### src/rtl/chimera_pkg.sv
// chimera_pkg: shared regbus types and default bridge timeout.
package chimera_pkg;

   localparam int unsigned RegBridgeTimeoutCycles = 256;

   typedef struct packed {
      logic        valid;
      logic        write;
      logic [31:0] addr;
      logic [31:0] wdata;
      logic [3:0]  wstrb;
   } reg_req_t;

   typedef struct packed {
      logic        ready;
      logic [31:0] rdata;
      logic        error;
   } reg_rsp_t;

endpackage

### src/rtl/chimera_mem_to_reg.sv
// chimera_mem_to_reg: bridges a mem-style req/gnt/rvalid port onto a single-outstanding regbus
// access, with an optional timeout that turns a hung access into an error response.
module chimera_mem_to_reg #(
   parameter int unsigned AddrWidth     = 32,
   parameter int unsigned DataWidth     = 32,
   parameter int unsigned TimeoutCycles = chimera_pkg::RegBridgeTimeoutCycles,
   parameter type         reg_req_t     = chimera_pkg::reg_req_t,
   parameter type         reg_rsp_t     = chimera_pkg::reg_rsp_t
) (
   input  logic                   clk_i,
   input  logic                   rst_ni,
   input  logic                   req_i,
   output logic                   gnt_o,
   input  logic                   we_i,
   input  logic [AddrWidth-1:0]   addr_i,
   input  logic [DataWidth-1:0]   wdata_i,
   input  logic [DataWidth/8-1:0] wstrb_i,
   output logic                   rvalid_o,
   output logic [DataWidth-1:0]   rdata_o,
   output logic                   rerror_o,
   output reg_req_t               reg_req_o,
   input  reg_rsp_t               reg_rsp_i,
   output logic                   timeout_o
);

   typedef enum logic [1:0] {IDLE, ACCESS, RESP} state_e;

   localparam int CntW = (TimeoutCycles > 0) ? $clog2(TimeoutCycles + 1) : 1;

   state_e                 r_state;
   logic [CntW-1:0]        r_cnt;
   logic                   r_we;
   logic [AddrWidth-1:0]   r_addr;
   logic [DataWidth-1:0]   r_wdata;
   logic [DataWidth/8-1:0] r_wstrb;
   logic [DataWidth-1:0]   r_rdata;
   logic                   r_rerror;
   logic                   r_rvalid;
   logic                   r_timeout;
   logic                   w_access;
   logic                   w_abort;

   assign w_access = (r_state == ACCESS);
   assign gnt_o    = req_i && !w_access;
   // ready is checked first in the FSM, so a late ready still wins over the abort
   assign w_abort  = (TimeoutCycles != 0) && (r_cnt == CntW'(TimeoutCycles - 1)) && !reg_rsp_i.ready;

   always_ff @(posedge clk_i or negedge rst_ni) begin
      if (!rst_ni) begin
         r_state   <= IDLE;
         r_cnt     <= '0;
         r_we      <= 1'b0;
         r_addr    <= '0;
         r_wdata   <= '0;
         r_wstrb   <= '0;
         r_rdata   <= '0;
         r_rerror  <= 1'b0;
         r_rvalid  <= 1'b0;
         r_timeout <= 1'b0;
      end else begin
         r_rvalid  <= 1'b0;
         r_timeout <= 1'b0;
         case (r_state)
            IDLE, RESP: begin
               if (req_i) begin
                  r_we    <= we_i;
                  r_addr  <= addr_i;
                  r_wdata <= wdata_i;
                  r_wstrb <= wstrb_i;
                  r_cnt   <= '0;
                  r_state <= ACCESS;
               end else begin
                  r_state <= IDLE;
               end
            end
            ACCESS: begin
               if (reg_rsp_i.ready) begin
                  r_rdata  <= r_we ? '0 : reg_rsp_i.rdata;
                  r_rerror <= reg_rsp_i.error;
                  r_rvalid <= 1'b1;
                  r_state  <= RESP;
               end else if (w_abort) begin
                  r_rdata   <= '0;
                  r_rerror  <= 1'b1;
                  r_rvalid  <= 1'b1;
                  r_timeout <= 1'b1;
                  r_state   <= RESP;
               end else begin
                  r_cnt <= r_cnt + 1'b1;
               end
            end
            default: r_state <= IDLE;
         endcase
      end
   end

   always_comb begin
      reg_req_o = '0;
      if (w_access) begin
         reg_req_o.valid = 1'b1;
         reg_req_o.write = r_we;
         reg_req_o.addr  = r_addr;
         reg_req_o.wdata = r_wdata;
         reg_req_o.wstrb = r_wstrb;
      end
   end

   assign rvalid_o  = r_rvalid;
   assign rdata_o   = r_rvalid ? r_rdata : '0;
   assign rerror_o  = r_rvalid && r_rerror;
   assign timeout_o = r_timeout;

endmodule

### config.mk
export PLATFORM = sky130hd
export DESIGN_NAME = chimera_mem_to_reg
export DESIGN_NICKNAME = d
export VERILOG_FILES = /design/src/rtl/chimera_pkg.sv /design/src/rtl/chimera_mem_to_reg.sv
export SDC_FILE = /design/constraint.sdc
export NUM_CORES = 1
export LEC_CHECK = 0
export CAP_MARGIN = 30
export CORE_MARGIN = 1
export CORE_UTILIZATION = 40
export CTS_BUF_LIST = sky130_fd_sc_hd__clkbuf_4
export DETAILED_ROUTE_END_ITERATION = 10
export GPL_TIMING_DRIVEN = 0
export PLACE_DENSITY = 0.87
export SLEW_MARGIN = 25
export SYNTH_ARGS = -nofsm -noshare
export SYNTH_HDL_FRONTEND = slang
export SYNTH_SLANG_ARGS = --single-unit
export TNS_END_PERCENT = 30
### constraint.sdc
create_clock -name clk_i -period 1.93 [get_ports clk_i]
set_input_delay 0.579 -clock clk_i [delete_from_list [all_inputs] [get_ports clk_i]]
set_output_delay 0.579 -clock clk_i [all_outputs]
set_load 0.005 [all_outputs]
==> results.md, run 1 <==
- Outcome: complete, but fails checks
- Failing checks: setup timing
- Diode count: 0
- Layout cells sized above 1: 29.4%
- Slack of the critical path: -0.408 ns
- Post-detailed-routing wire length: 14700 µm
- PortBufs: 211
- RD Place Congestion: about 0.77
- Initial core utilization: 41.5%
- Row count: 40
- Post-DR wirelength/cell: approximately 15 µm
- Cells after Synth: 541
- H-tree Lvls: 4
- Total GRT Usage: 23.5%
- Final Hold Vio Count: 0
- Min-delay worst type: flop to flop
- Max Root-Sink Buffers: 2
- Min Tclk post-route: 2.34 ns
- RSZ-0062 raised after global routing: true
- Fmax: 0.428 GHz
- Syn avg cell area: between 9 and 10 µm²
- Syn-to-layout area delta: 68.2%
- Nets: 913
- Area of the multi-input gates: 0.00222 mm²
- Ys async rst share: 100%
- Die area: 0.0130 mm²
- Post-synth top area cell: dfrtp_1
- Die span in y: roughly 110 µm
- CTS buffer count: 17
- Area share of the largest cell type after synthesis: 57.3%
- Most instantiated library cell after synthesis: nand2_1
- Post-synth EDFFs: 0
- I/O pin total: 212
- CTS tree: yes
- Worst Path Max Fanout: 5
- Initial antenna violation count: 0
- Core area: about 0.012 mm²
- Clock slew at reported path FFs: 0.11 ns
- CP Data Required Time: 1.35 ns
- Startpoint types: flop
- Post-route DRC violation count: 0
- Post-Syn Nets: 649
- Max transition margin: 62.9%
- Final setup viols: 110
- Via count: around 4.7k
- Synthesized area: roughly 0.005 mm²
- Ys flop type: dfrtp_1
- Clock Latency Late Sink: ~0.54 ns
- Cell variety after synth: 31
- Vias/cell: around 4.7
- Reg-to-reg slack, setup: -0.25 ns
- Die W: 114 µm
- Largest net degree at the start of global routing: 67
- Crit path kind: flop to output port
- Power Density: 924 mW/mm²
- Clock Skew: 0.0190 ns
- Dpl ws: -0.650 ns
- Overflow left after global routing: 0
- Total power: 7820 µW
- Initial DRC count: ~130
- Yosys Warn Count: 0
- Commonest cells in the netlist: 210 x nand2_1, 115 x dfrtp_1, 103 x and2_1
- Sequential fraction of the synthesis area: 57.3%
- CP endpoint kind: output port
- Flops & latches, synth: 115
- Max IR drop VDD: about 0.71 mV
- First-pass iteration count of the detailed router: 4
- Slew @ Worst Pin: 0.557 ns
- Setup_tns: -35.32 ns
- First-pass GRT wire length: 23200 µm
- Storage cell area: 0.00288 mm²
- # Max-Cap Violations: 0
- Root Buffer: clkbuf_4
- Final Max Slew Viols: 0
- ANT nets after route: 0
- Period utilization: 121%
- CP arrival: 1.76 ns
- Filler instances: 944
- Clk sinks: around 120
- Ranking of synthesized cells by area: dfrtp_1 57%, nand2_1 16%, and2_1 13%, a22o_1 5.8%, clkbuf_1 2.2%
- Vias in the first global route: 4641
- DP Wirelength: 9750 µm
- Static Leak: 0.00419 µW
[cell usage in the layout (no fill, tap or decap), drive strengths merged]
master,n
a21o,2
a21oi,3
a22o,33
and2,103
buf,115
bufinv,3
clkbuf,49
clkdlybuf4s15,26
clkdlybuf4s50,104
clkinv,9
clkinvlp,3
dfrtp,115
dlygate4sd2,1
dlygate4sd3,1
ha,2
inv,4
nand2,210
nand2b,2
nand3,7
nand3b,1
nand4,1
nor2,3
nor2b,1
nor3,1
nor3b,2
nor4b,1
o21ai,4
o22a,1
o22ai,1
o311ai,1
o31ai,3
o41ai,1
or3,1
or4,2
or4b,1
[layer usage]
metal | wire length (µm) | global-route usage, %
met1 | 6110 | 28.2
met4 | 262 | 8.40
met5 | 0 | 0
met3 | 1100 | 8.36
met2 | 7250 | 39.1
[worst max-delay path, cell delays in order (launching register included)]
cell and delay, ns:
dfrtp_2 0.44, nand2b_4 0.15, clkinv_8 0.10, buf_8 0.14, clkbuf_16 0.15, and2_4 0.13, buf_6 0.11
[path summary, 6_finish.rpt]
kind,start,end,cells after the start
min in group asynchronous,rst_ni,r_addr[14],2
worst min-delay path,r_wdata[21],r_wdata[21],2
worst max register to register,r_cnt[0],r_cnt[5],7
worst min register to register,r_wdata[21],r_wdata[21],2
max in group asynchronous,rst_ni,r_cnt[0],3
worst max-delay path,r_state[0],reg_req_o[61],6
[power by group]
group / internal [µW] / leakage [µW] / switching (µW)
Sequential: 2990 / 0.00145 / 335
Combinational: 1650 / 0.00260 / 1040
Clock: 879 / 0.000144 / 923
Total: 5510 / 0.00419 / 2300
[through the flow]
step / instance area [µm²] / hold slack [ns] / utilization [%] / cells
4_1_cts: 8200 / 0.478 / 67.7 / 984
2_1_floorplan: 5030 / 0.283 / - / 541
3_5_place_dp: 7380 / 0.454 / 61.0 / 921
3_3_place_gp: 7350 / 0.449 / 60.7 / 920
6_report: 8460 / 0.482 / 69.8 / 985
5_1_grt: 8460 / 0.508 / 69.8 / 985
[sequential cells by signal, summed over array words and instances (netlist names)]
register,count
r_addr,32
r_cnt,9
r_rdata,32
r_rerror,1
r_state,2
r_wdata,32
r_we,1
r_wstrb,4
rvalid_o,1
timeout_o,1
[final cells by class]
class	instances	area share, %
plain buffers	34	3.45
clock buffers	18	1.60
well taps	168	2.49
repair buffers	244	30.0
inverters	5	0.370
multi-input cells	387	26.2
repair inverters	1	0.104
flip-flops and latches	115	34.1
clock inverters	13	1.69
[kinds of logic after synthesis]
logic type / Yosys count / synth area share (%)
AO/OA/AOI/OAI: 49 / 7.84
adder cells (fa/ha/maj): 2 / 0.498
AND/OR/NAND/NOR: 336 / 31.3
buffers and inverters: 39 / 3.06
flip-flops: 115 / 57.3
[what timing repair did]
action	CTS	global route
hold endpoints to repair	49	0
pin swaps	64	7
cloned	7	0
gates resized for setup	516	70
buffers inserted	24	1
hold buffers	1	0
endpoints found under the setup margin	145	200
No activity file was read; power rests on OpenSTA's default activity.
==> run 2, diff against run 1 <==
SKIP_CTS_REPAIR_TIMING = 1   (was unset)
==> results.md, run 2 (same netlist as run 1, synthesis figures left out) <==
- Final Util: roughly 66%
- CTS tree: yes
- Row count: 40
- Post-DP Area: around 0.0074 mm²
- Highest-delay cell along the critical path: dfrtp_1
- Crit path cell chain: nand2b_4, clkinvlp_4, buf_6, buf_6, buf_6, and2_4, buf_6
- Slew @ Worst Pin: 0.584 ns
- CP arrival: 2.02 ns
- Period utilization: 134%
- Total GRT Usage: 21.7%
- Initial antenna violation count: 0
- RD Place Congestion: 0.769
- WHS Endpoint: r_wdata[21]
- Min-delay worst type: flop to flop
- Diode count: 0
- Psw: 2250 µW
- CTS buffer count: 17
- Clock Latency Late Sink: roughly 0.54 ns
- Die span in y: 114 µm
- DP Wirelength: 9750 µm
- Root Buffer: clkbuf_4
- Crit path kind: flop to output port
- Slowest stage delay, CP: between 0.4 and 0.5 ns
- Clk sinks: 115
- Pint: 5340 µW
- Fin area: roughly 0.0080 mm²
- Clk network pwr share: between 20% and 30%
- Commonest non-fill, non-tap cell in the layout: nand2_1
- Largest net degree at the start of global routing: 67
- Clock Skew: roughly 0.015 ns
- Final setup viols: roughly 110
- Setup_tns: -42.81 ns
- Min Tclk post-route: 2.60 ns
- Crit path top cell by count: buf_6
- Hold wc startpoint: r_wdata[21]
- H-tree Lvls: 4
- First-pass iteration count of the detailed router: 4
- I/O pin total: between 200 and 250
- Worst Path Max Fanout: 6
- CP Data Required Time: 1.35 ns
- Combinational cell fraction of total power: 32.6%
- Switch share: between 20% and 30%
- Hold depth: 2
- Final Hold Vio Count: 0
- Vias in the first global route: roughly 4.5k
- Post-DR wirelength/cell: 14.7 µm
- Fmax: 0.385 GHz
- Max IR drop VDD: 0.733 mV
- Critical path's top delay family: buffers and inverters
- Startpoint types: flop
- Overflow left after global routing: 0
- RR Startpoint: r_cnt[0]
- Initial core utilization: between 40% and 50%
- Power Density: roughly 940 mW/mm²
- Failing checks: setup timing
- Final Max Slew Viols: 0
- CP bufs+invs: 5
- PortBufs: about 210
- # Max-Cap Violations: 0
- Via count: 4561
- Hold Slack: 0.471 ns
- Outcome: complete, but fails checks
- CP endpoint kind: output port
- Nets: 906
- Layout cells sized above 1: 28.5%
- Vias/cell: 4.66
- Slack of the critical path: -0.666 ns
- Worst reg2reg path depth: 8
- RSZ-0062 raised after global routing: true
- First-pass GRT wire length: 21600 µm
- Reg power frac: 43.6%
- Max transition margin: 61.1%
- Top Registers: r_addr x32, r_rdata x32, r_wdata x32
- Static Leak: roughly 0.0042 µW
- Core area: between 0.01 and 0.015 mm²
- Post-route DRC violation count: 0
- FF-to-FF End: r_cnt[5]
- Initial DRC count: 171
- Post-detailed-routing wire length: 14300 µm
- Die area: 0.0130 mm²
- Die W: 114 µm
- ANT nets after route: 0
- Clock slew at reported path FFs: approximately 0.11 ns
- Max Root-Sink Buffers: 2
- Most frequent cells in the layout: 210 x nand2_1, 113 x dfrtp_1, 105 x clkdlybuf4s50_1, 68 x buf_6, 59 x and2_4
- Syn-to-layout area delta: 59.8%
- Reg-to-reg slack, setup: -0.31 ns
## run 2: cell types whose count changed in the layout (fill, tap and decap cells not counted), moves of 9 or more
cell             before  now
and2_1               34   44
and2_4               69   59
buf_6                83   68
clkbuf_2              4   51
clkdlybuf4s15_1      26    0
dlymetal6s2s_1        0    9
## run 2: layer usage
metal / vias to the layer above / share of wire (%) / track usage [%]
li1: 2239 / - / -
met2: 152 / 49 / 35.1
met3: 23 / 7.7 / 8.68
met5: - / 0 / 0
met4: 0 / 1.7 / 8.31
met1: 2147 / 41 / 26.0
## run 2: per-stage QoR
stage | power, µW | instances | setup slack (ns)
final | 7590 | 978 | -0.666
after global routing | 8050 | 978 | -0.750
after CTS | 7220 | 952 | -1.28
after detailed placement | 5390 | 921 | -0.650
after global placement | 5310 | 920 | -4.13
after floorplan | 4210 | 541 | -0.0981
## run 2: power groups by stage
stage / Clock [µW] / Sequential [µW] / Combinational [µW]
detailed placement: 0 / 3320 / 2080
floorplan: 0 / 3230 / 986
global placement: 0 / 3290 / 2020
CTS: 1860 / 3270 / 2090
finish: 1810 / 3310 / 2470
global route: 1940 / 3380 / 2720
## run 2: tightest hold or removal path, delay by kind of cell (launching register included)
kind             cells  cell delay (ns)
and+or+nand+nor      2             0.10
DFF                  1             0.34
## run 2: area by class of cell
type,instances,area [µm²]
inverters,5,22.5
clock buffers,18,135
fillers,1008,4080
plain buffers,34,229
repair buffers,237,2250
multi-input cells,387,2160
flip-flops and latches,115,2880
well taps,168,210
clock inverters,13,143
repair inverters,1,7.51
## run 2: worst max path at each step
stage | from | end | cells after the start
2_1_floorplan | r_cnt[1] | r_cnt[5] | 7
3_3_place_gp | rst_ni | r_wstrb[1] | 1
3_5_place_dp | r_state[0] | reg_req_o[66] | 5
4_1_cts | r_state[0] | reg_req_o[65] | 5
5_1_grt | r_state[1] | reg_req_o[2] | 7
6_report | r_state[1] | reg_req_o[2] | 7
